## src/rtl/rr_mux_arbiter.sv

```systemverilog
// Round-robin arbiter owning the select of a shared 4-to-1 data mux.
// Optional owner hold limit: define ARB_HOLD_LIMIT_EN (cap set by HOLD_MAX).
//
// state | meaning
// ------+---------------------------------------------------------------
// IDLE  | no owner; gnt=0, sel keeps its last value
// GRANT | one requester owns the mux; gnt=onehot(sel), busy=1
module rr_mux_arbiter #(
    parameter int unsigned HOLD_MAX = 8
) (
    input  logic       clk,
    input  logic       rst,
    input  logic [3:0] req,
    output logic [3:0] gnt,
    output logic [1:0] sel,
    output logic       busy
);

    typedef enum logic {
        IDLE  = 1'b0,
        GRANT = 1'b1
    } state_t;

    state_t     state_q, state_d;
    logic [1:0] ptr_q, ptr_d;
    logic [3:0] gnt_q, gnt_d;
    logic [1:0] sel_q, sel_d;

    logic [3:0] others;
    logic       owner_req;
    logic       release_now;
    logic       preempt;
    logic       handoff;
    logic [1:0] owner_next;
    logic [1:0] scan_start;
    logic [3:0] cand;
    logic [1:0] win;
    logic       load_new;

    if (HOLD_MAX < 1 || HOLD_MAX > 15) begin : g_bad_hold_max
        $error("rr_mux_arbiter: HOLD_MAX must be in 1..15");
    end

`ifdef ARB_HOLD_LIMIT_EN
    localparam logic [3:0] HOLD_LAST = 4'(HOLD_MAX - 1);
    logic [3:0] hold_q, hold_d;
`endif

    // First set bit of cand scanning start, start+1, start+2, start+3 (mod 4).
    function automatic logic [1:0] rr_pick(input logic [3:0] cand_v, input logic [1:0] start);
        logic [1:0] idx;
        rr_pick = start;
        for (int i = 3; i >= 0; i--) begin
            idx = start + 2'(i);
            if (cand_v[idx]) begin
                rr_pick = idx;
            end
        end
    endfunction

    function automatic logic [3:0] onehot(input logic [1:0] idx);
        onehot = 4'b0001 << idx;
    endfunction

    always_ff @(posedge clk) begin
        if (rst) begin
            state_q <= IDLE;
            ptr_q   <= 2'd0;
            gnt_q   <= 4'b0000;
            sel_q   <= 2'b00;
`ifdef ARB_HOLD_LIMIT_EN
            hold_q  <= 4'd0;
`endif
        end else begin
            state_q <= state_d;
            ptr_q   <= ptr_d;
            gnt_q   <= gnt_d;
            sel_q   <= sel_d;
`ifdef ARB_HOLD_LIMIT_EN
            hold_q  <= hold_d;
`endif
        end
    end

    always_comb begin
        state_d     = state_q;
        ptr_d       = ptr_q;
        gnt_d       = gnt_q;
        sel_d       = sel_q;

        // gnt_q is the owner one-hot in GRANT and zero in IDLE.
        others      = req & ~gnt_q;
        owner_req   = |(req & gnt_q);
        release_now = (state_q == GRANT) && !owner_req;
`ifdef ARB_HOLD_LIMIT_EN
        preempt     = (state_q == GRANT) && owner_req && (hold_q >= HOLD_LAST) && (|others);
`else
        preempt     = 1'b0;
`endif
        handoff     = release_now || preempt;
        owner_next  = sel_q + 2'd1;
        scan_start  = handoff ? owner_next : ptr_q;
        cand        = (state_q == IDLE) ? req : others;
        win         = rr_pick(cand, scan_start);
        load_new    = ((state_q == IDLE) && (|req)) || (handoff && (|others));

        if (handoff) begin
            ptr_d = owner_next;
        end

        case (state_q)
            IDLE: begin
                if (|req) begin
                    state_d = GRANT;
                end
            end
            GRANT: begin
                if (handoff && !(|others)) begin
                    state_d = IDLE;
                end
            end
            default: state_d = IDLE;
        endcase

        if (load_new) begin
            gnt_d = onehot(win);
            sel_d = win;
        end else if (handoff) begin
            gnt_d = 4'b0000;
        end

`ifdef ARB_HOLD_LIMIT_EN
        hold_d = hold_q;
        if (load_new) begin
            hold_d = 4'd0;
        end else if ((state_q == GRANT) && (hold_q != 4'd15)) begin
            hold_d = hold_q + 4'd1;
        end
`endif
    end

    always_comb begin
        gnt  = gnt_q;
        sel  = sel_q;
        busy = |gnt_q;
    end

    a_gnt_onehot0: assert property (@(posedge clk) disable iff (rst) $onehot0(gnt));
    a_gnt_matches_sel: assert property (@(posedge clk) disable iff (rst) busy |-> (gnt == onehot(sel)));
    a_busy_state: assert property (@(posedge clk) disable iff (rst) busy == (state_q == GRANT));

endmodule

```

## config.mk

```make
export PLATFORM = sky130hd
export DESIGN_NAME = rr_mux_arbiter
export DESIGN_NICKNAME = d
export VERILOG_FILES = /design/src/rtl/rr_mux_arbiter.sv
export SDC_FILE = /design/constraint.sdc
export NUM_CORES = 1
export LEC_CHECK = 0
export CORE_MARGIN = 1.5
export CORE_UTILIZATION = 35
export DETAILED_ROUTE_END_ITERATION = 6
export GPL_ROUTABILITY_DRIVEN = 0
export MAX_ROUTING_LAYER = met4
export PLACE_DENSITY = 0.67
export SETUP_SLACK_MARGIN = 0.05
export SYNTH_ARGS = -nofsm -noshare
export SYNTH_HDL_FRONTEND = slang
export SYNTH_SLANG_ARGS = --single-unit
```

## constraint.sdc

```tcl
create_clock -name clk -period 5.2 [get_ports clk]
set_input_delay 1.04 -clock clk [delete_from_list [all_inputs] [get_ports clk]]
set_output_delay 1.04 -clock clk [all_outputs]
set_load 0.1 [all_outputs]
```

==> flow_summary_export.csv <==
group,metric,value,unit
clocking,ctsResizeCount,0,
route,routed_wl,1580,µm
sta,hold_violations,0,
final_layout,diodes,0,
route,wire_per_inst,15.2,µm
synth,syn_area,618,µm²
clocking,cts_tree,"done",
synth,yosysWarnings,0,
die,dieHeight,45.0,µm
sta,setup_viol_count_final,0,
synth,synth.yosys.seq_area_share,0.291,
grt,grt_max_degree,11,
critical_path,critPathLaunchType,"input port",
run,max-cap-violations,0,
route,drt-initial-drc-count,28,
final_layout,layout.cells.non_filler,104,
power_and_ir_drop,p_per_area,507,nW/µm²
die,rows,15,
placement,preCtsSetupSlack,1.47,ns
final_layout,num-nets-final,94,
final_layout,finalInstanceArea,778,µm²
sta,period_share,0.675,
clocking,h-tree-depth,1,
final_layout,area.sequential,180,µm²
synth,synth.distinct_cells,33,
clocking,cts.clk_slew.worst_paths,0.06,ns
placement,port_buffers,12,
sta,clock_skew,0.000732,ns
power_and_ir_drop,static-leakage-power,0.280,nW
final_layout,syn_to_final_growth,25.9,%
critical_path,arrival,3.69,ns
critical_path,crit_required,5.38,ns
min_path,hold_path_class,"reg2reg",
final_layout,fillers,173,
critical_path,endpoint_kind,"flip-flop",
clocking,post_cts_buffers,0,
min_path,holdPathStages,2,
sta,layout_setup_ws,1.69,ns
die,die_w,45.0,µm
sta,tns,0,ns
synth,syn_inst,72,
synth,ys_ff_latch,9,
synth,synth_nets,78,
die,core,1690,µm²
sta,timing.fmax,285,MHz
final_layout,final_cell_mix,"clkdlybuf4s50_1, dfxtp_1, a21oi_1, o31ai_1",
grt,grt_pass1_wl,2590,µm
sta,min_period,3.51,ns
grt,first_global_vias,602,
sta,slew_viol_final,0,
final_layout,multi_input_area,423,µm²
sta,relSlewSlack,0.278,
route,vias,652,
critical_path,critPathKind,"in2reg",
final_layout,drive_gt1_frac,0.103,
die,start_util,0.366,
grt,grt-ovfl-total,0,
clocking,ctsRootBufferMaster,"clkbuf_4",
sta,rsz0062_at_grt,"no",
clocking,clock_sinks,9,
placement,dp_cells,100,
power_and_ir_drop,power,0.395,mW
grt,grt_util_all_layers,0.184,
clocking,hold_buffers,0,
clocking,cts_max_path_buffers,2,
clocking,insertion_delay,0.27,ns
clocking,numCtsBuffers,3,
route,firstDrtPassIters,4,
die,io_pins,13,
route,vias_per_cell,6.27,
final_layout,mostFrequentLayoutCell,"clkdlybuf4s50_1",
power_and_ir_drop,irDropWorstVdd,0.220,mV
synth,syn_avg_cell_area,8.58,µm²
outcome,status,"finished, final reports clean",
sta,worst_pin_slew,1.08,ns
route,post-route-drc-count,0,
die,dieArea,2030,µm²
critical_path,r2r_cells,5,
critical_path,path_max_fanout,10,
route,ant_nets,0,
placement,dpl_cell_area,752,µm²
grt,grt_antenna_before_repair,0,
-- registers in the layout, indices dropped and copies added, names as in the netlist --
register and cells:
gnt 4, ptr_q 2, sel 2, state_q 1
-- stage by stage --
stage	hold slack (ns)	util
4_1_cts	0.529	0.461
2_1_floorplan	0.575	-
3_3_place_gp	0.523	0.445
6_report	0.519	0.461
3_5_place_dp	0.521	0.445
5_1_grt	0.559	0.461
-- power breakdown --
| part | internal [mW] | switching, mW |
|---|---|---|
| Combinational | 0.0682 | 0.168 |
| Clock | 0.0298 | 0.0281 |
| Sequential | 0.0830 | 0.0181 |
-- path summary, 6_finish.rpt --
path	slack, ns	to	start
worst max-delay path	1.69	gnt[1]$_SDFFE_PP0P_	req[0]
worst min-delay path	0.52	gnt[3]$_SDFFE_PP0P_	gnt[3]$_SDFFE_PP0P_
worst max register to register	2.57	gnt[1]$_SDFFE_PP0P_	gnt[0]$_SDFFE_PP0P_
worst min register to register	0.52	gnt[3]$_SDFFE_PP0P_	gnt[3]$_SDFFE_PP0P_
-- final cells by class --
class / instances / area share
Inverter: 2 / 0.00965
Sequential cell: 9 / 0.232
Tap cell: 17 / 0.0273
Clock buffer: 4 / 0.0338
Multi-Input combinational cell: 60 / 0.543
Timing Repair Buffer: 12 / 0.154
-- logic make-up after synthesis --
kind of cell    Yosys count  synth area share
compound gates           29             0.379
buf+inv                   3            0.0243
flops                     9             0.291
xor+xnor                  1            0.0142
simple gates             30             0.291
-- cell usage after synthesis --
cell type  count  share of area
o31ai_1        5          0.061
a21boi_4       1          0.030
o21ai_1        1         0.0081
nand3_1        1         0.0081
nand3b_2       1          0.018
nor3_1         2          0.016
o311ai_0       1          0.014
nand4_1        2          0.020
a222oi_1       1          0.016
o41a_1         1          0.018
a211oi_1       1          0.012
xnor2_1        1          0.014
and2_1         2          0.020
a21bo_2        3          0.049
nand3b_1       1          0.012
or4_1          1          0.012
nor4_1         2          0.020
buf_4          1          0.012
nor2_1         4          0.024
or2_2          1          0.010
or2b_1         1          0.012
nand2b_1       3          0.030
o2111ai_1      1          0.014
o32ai_1        2          0.028
a21oi_1        5          0.040
o21a_1         2          0.024
o41ai_1        1          0.014
a21boi_0       4          0.049
and3_1         2          0.020
inv_1          2          0.012
dfxtp_1        9           0.29
and4_1         3          0.043
nand2_1        4          0.024
-- critical path, stage by stage --
cell	delay (ns)
clkdlybuf4s50_1	0.46
a222oi_1	0.97
a21oi_1	0.31
o21a_1	0.29
o41a_1	0.41
o31ai_1	0.21
-- metal layers --
| layer | up-vias | GRT usage | routed length (µm) |
|---|---|---|---|
| li1 | 320 | - | - |
| met1 | 300 | 0.224 | 728 |
| met2 | 27 | 0.257 | 715 |
| met3 | 5 | 0.0440 | 97 |
| met4 | 0 | 0.141 | 41 |
| met5 | - | - | 0 |
Power figures use the tool's default switching activity.
==> edit 1 (same flow settings) <==
The option `ARB_HOLD_LIMIT_EN` is turned on by a define.
--- a/src/rtl/rr_mux_arbiter.sv
+++ b/src/rtl/rr_mux_arbiter.sv
@@ -5,6 +5,8 @@
 // ------+---------------------------------------------------------------
 // IDLE  | no owner; gnt=0, sel keeps its last value
 // GRANT | one requester owns the mux; gnt=onehot(sel), busy=1
+`define ARB_HOLD_LIMIT_EN
+
 module rr_mux_arbiter #(
     parameter int unsigned HOLD_MAX = 8
 ) (
Function: changed (a bounded check fails within 10 cycles, from zero or initial values and one cycle with rst high).
==> edit 1 against the unedited design <==
  * Cell area up 41%
  * Routed wire length up 54%
  * Sequential cell count up 4
  * Area after synthesis up 50%
  * Power up 19%
  * Via count up 44%
  * Setup slack better by 0.28 ns
  * Count of clock-buffer cells in the layout unchanged
  * Largest power group unchanged
==> edit 1: results (changes against the unedited design) <==
fill count: 239 (was 173)
Non-clock buffering overhead: 10.9% (was 15.4%)
clock slew at reported path FFs: 0.08 ns (was 0.06 ns)
Ant. Diodes: 0 (unchanged)
hold slack final: 0.557 ns (was 0.519 ns)
dpl ws: 1.74 ns (was 1.47 ns)
Setup Buffers After CTS: 0 (unchanged)
number of port buffers: 12 (unchanged)
class of the worst hold path: reg -> reg (unchanged)
VDD IR-drop max: 0.000202 V (was 0.000220 V)
number of global-route vias before repair: 907 (was 602)
Resized Gates After CTS: 0 (unchanged)
CTS root buf: clkbuf_4 (unchanged)
largest net degree at the start of global routing: 16 (was 11)
share of cells above drive strength 1: 12.2% (was 10.3%)
top_reg_cell synth: dfxtp_1 (unchanged)
Multi-In Gates: 91 (was 60)
Clock Latency Late Sink: 0.28 ns
WHS Path Cells: 2 (unchanged)
first-pass GRT wire length: 3.95 mm (was 2.59 mm)
WL/cell: 16.0 um (was 15.2 um)
Sink Count: 13 (was 9)
initial antenna violation count: 0 (unchanged)
flop2flop setup slack: 2.76 ns (was 2.57 ns)
Non-CTS buffers: 12 (unchanged)
Non-CTS inverters: 3 (was 2)
crit path DAT: 2.19 ns (was 3.69 ns)
CTS HTree Levels: 1 (unchanged)
post-synth cell types: 43 (was 33)
Worst Hold End: sel[0] (was gnt[3])
Seq/Total Area, Yosys: 28.1% (was 29.1%)
GR Util All Layers: 18.7% (was 18.4%)
internal power: 222 uW (was 181 uW)
CLK BUF: 4 (unchanged)
nets: 131 (was 94)
net count after synthesis: 117 (was 78)
Initial DRC Count: 46 (was 28)
clock network contribution to total cell area: 2.39% (was 3.38%)
synth top area cells: dfxtp_1, nand2_1, nor2_1 (was dfxtp_1, o31ai_1, a21bo_2)
run status: finished, final reports clean (unchanged)
reg2reg path depth: 7 (was 5)
multi-input combinational area share: 58.6% (was 54.3%)
HP Start: sel[0] (was gnt[3])
Reg area: 260 um^2 (was 180 um^2)
crit-path max FO: 7 (was 10)
list of most frequent post-synthesis cells: nand2_1, dfxtp_1, nor2_1, a21oi_1, nor3_1 (was dfxtp_1, a21oi_1, o31ai_1)
Num CTS Buffers: 3 (unchanged)
Worst-Margin Slew: 0.972 ns (was 1.08 ns)
FF-to-FF End: gnt[0] (was gnt[1])
Clock Tree Buf Depth: 2 (unchanged)
vias: 939 (was 652)
clk_skew: 0.00407 ns (was 0.000732 ns)
worst reg2reg path startpoint: hold_q[0] (was gnt[0])
FMAX: 0.310 GHz (was 0.285 GHz)
Static Leakage: 0.396 nW (was 0.280 nW)
## edit 1: worst max-delay path by stage
stage	start	endpoint	cells past startpoint
3_3_place_gp	req[2]	gnt[0]	7
6_report	gnt[2]	busy	2
2_1_floorplan	gnt[2]	busy	1
5_1_grt	req[2]	gnt[3]	7
3_5_place_dp	req[2]	gnt[0]	7
4_1_cts	gnt[2]	busy	2
## edit 1: power by group through the flow
stage	clock network, mW	logic [mW]	registers (mW)
2_1_floorplan	0	0.143	0.203
3_3_place_gp	0	0.267	0.138
3_5_place_dp	0	0.268	0.138
4_1_cts	0.0659	0.269	0.136
5_1_grt	0.0711	0.284	0.138
6_report	0.0632	0.270	0.136
## edit 1: cell families (layout without fill, tap and decap cells)
logic type      Yosys count  after routing  share of synthesized area [%]
mux                       1              1                           1.08
fa+ha+maj                 1              1                           1.35
flops                    13             13                           28.1
xor+xnor                  2              2                           1.89
compound gates           38             38                           36.6
simple gates             49             49                           28.6
buf+inv                   6             19                           2.43
## edit 1: per-layer routing
metal	share of wire [%]	global-route usage (%)	up-vias
met2	48	31.1	35
met5	0	-	-
met1	45	21.9	435
met3	4.1	3.55	8
li1	-	-	461
met4	2.3	7.92	0
## edit 1: critical path, stage by stage (launching register included)
cell	delay (ns)
dfxtp_1	0.41
or4_1	0.53
clkdlybuf4s50_1	0.98
## edit 1: metrics by stage
step | power [mW] | area, um^2 | utilization [%] | cells
4_1_cts | 0.470 | 1100 | 44.0 | 153
2_1_floorplan | 0.346 | 927 | - | 110
3_5_place_dp | 0.406 | 1070 | 42.9 | 149
3_3_place_gp | 0.404 | 1070 | 42.9 | 149
6_report | 0.470 | 1100 | 44.0 | 153
5_1_grt | 0.494 | 1100 | 44.0 | 153
==> edit 2 (same flow settings) <==
Made on the original files. Make the reset (`rst`) asynchronous in one clocked block.
--- a/src/rtl/rr_mux_arbiter.sv
+++ b/src/rtl/rr_mux_arbiter.sv
@@ -62,7 +62,7 @@
         onehot = 4'b0001 << idx;
     endfunction
 
-    always_ff @(posedge clk) begin
+    always_ff @(posedge clk or posedge rst) begin
         if (rst) begin
             state_q <= IDLE;
             ptr_q   <= 2'd0;
Function: differs if rst is asserted again (counterexample within 4 cycles, from zero or initial values and one cycle with rst high); with rst held inactive, the same outputs for 10 cycles.
==> edit 2 against the unedited design <==
  * Routed wire length is 13% lower
  * Die area is 4.3% lower
  * Global-route usage is 1.5 points lower
  * Critical path depth is 4 lower
  * Sequential cell count stayed put
  * Area after synthesis is 4.7% lower
  * Setup slack better by 0.11 ns
  * Cell area is 2.9% lower
  * Count of clock-buffer cells in the layout stayed put
  * Synthesized cell count is 9.7% lower
  * Final cell count is 6.7% lower
  * Largest cell class unchanged
Power is not shown: default switching activity piles up to over one toggle a cycle in this logic, so the estimate is an artifact.
==> edit 2: results (changes against the unedited design) <==
run status: finished, final reports clean (unchanged)
share of cells above drive strength 1: 13.6% (was 10.3%)
async set-reset flop share out of synthesis: 100% (was 0%)
Ant. Diodes: 0 (unchanged)
largest net degree at the start of global routing: 10 (was 11)
DRT Pass-1 Iters: 4 (unchanged)
CTS HTree Levels: 1 (unchanged)
post-synth cell types: 33 (unchanged)
Yosys warnings: 0 (unchanged)
Clock Latency Late Sink: 0.25 ns (was 0.27 ns)
class of the worst hold path: reg -> reg (unchanged)
Worst-Margin Slew: 0.966 ns (was 1.08 ns)
CTS root buf: clkbuf_4 (unchanged)
GR Util All Layers: 16.8% (was 18.4%)
clock slew at reported path FFs: 0.06 ns (about the same)
clk_skew: 0.00261 ns (was 0.000732 ns)
Final HPWL DP: 1.07 mm
nets: 88 (was 94)
Setup Buffers After CTS: 0 (unchanged)
net count after synthesis: 71 (was 78)
vias: 560 (was 652)
list of most frequent post-synthesis cells: dfrtp_1, inv_1, nand2_1, a21boi_0, nor2_1 (was dfxtp_1, a21oi_1, o31ai_1)
Num CTS Buffers: 3 (unchanged)
Clock Tree Buf Depth: 2 (unchanged)
DIE AREA: 1940 um^2 (was 2030 um^2)
number of global-route vias before repair: 503 (was 602)
drt total wl: 1.37 mm (was 1.58 mm)
Crit-path slowest cell: clkdlybuf4s50_1 (was a222oi_1)
most frequent cell after synthesis: dfrtp_1 (was dfxtp_1)
number of port buffers: 12 (unchanged)
crit path DAT: 2.36 ns (was 3.69 ns)
Fin. Hold Viols: 0 (unchanged)
initial antenna violation count: 0 (unchanged)
synth top area cells: dfrtp_1, a21boi_0, inv_1 (was dfxtp_1, o31ai_1, a21bo_2)
crit-path max FO: 7 (was 10)
first-pass GRT wire length: 2.33 mm (was 2.59 mm)
Initial DRC Count: 10 (was 28)
max reg flops: 4 (unchanged)
Largest stage delay, worst path: 0.98 ns
Seq/Total Area, Yosys: 38.2% (was 29.1%)
Resized Gates After CTS: 0 (unchanged)
-- edit 2: worst paths after layout --
check                            start      to  slack [ns]  cells after the start
worst min-delay path            sel[1]  sel[1]        0.53                      2
worst max register to register  gnt[0]  gnt[1]        2.72                      6
max in group asynchronous          rst  gnt[3]        3.90                      2
worst min register to register  sel[1]  sel[1]        0.53                      2
worst max-delay path            gnt[3]    busy        1.80                      2
min in group asynchronous          rst  sel[1]        1.05                      2
-- edit 2: worst max-delay path: cells and delay by family (launching register included) --
| kind | cells | cell delay (ns) |
|---|---|---|
| DFF | 1 | 0.45 |
| and+or+nand+nor | 1 | 0.68 |
| buffers and inverters | 1 | 0.98 |
-- edit 2: stage by stage --
stage	instance area [um^2]	setup slack, ns	utilization (%)	std cells
2_1_floorplan	589	2.29	-	65
4_1_cts	756	1.78	49.0	97
3_3_place_gp	729	1.70	47.3	93
6_report	756	1.80	49.0	97
5_1_grt	756	1.73	49.0	97
3_5_place_dp	729	1.67	47.3	93
-- edit 2: per-layer routing --
| metal | vias to the layer above | global-route usage, % | routed length (um) |
|---|---|---|---|
| met3 | 2 | 1.63 | 34 |
| met1 | 270 | 24.2 | 716 |
| li1 | 280 | - | - |
| met4 | 0 | 10.3 | 12 |
| met5 | - | - | 0 |
| met2 | 8 | 22.6 | 609 |
-- edit 2: final cells by class --
type	count	area [um^2]
Multi-Input combinational cell	49	338
Sequential cell	9	225
Inverter	7	26.3
Fill cell	143	786
Tap cell	16	20.0
Timing Repair Buffer	12	120
Clock buffer	4	26.3
-- edit 2: cells by family after synthesis --
family                    share of synthesized area [%]
and+or+nand+nor                                    19.3
muxes                                              1.70
xor gates and xnor gates                           1.49
DFF                                                38.2
AOI/OAI and AO/OA                                  34.8
buffers and inverters                              4.46
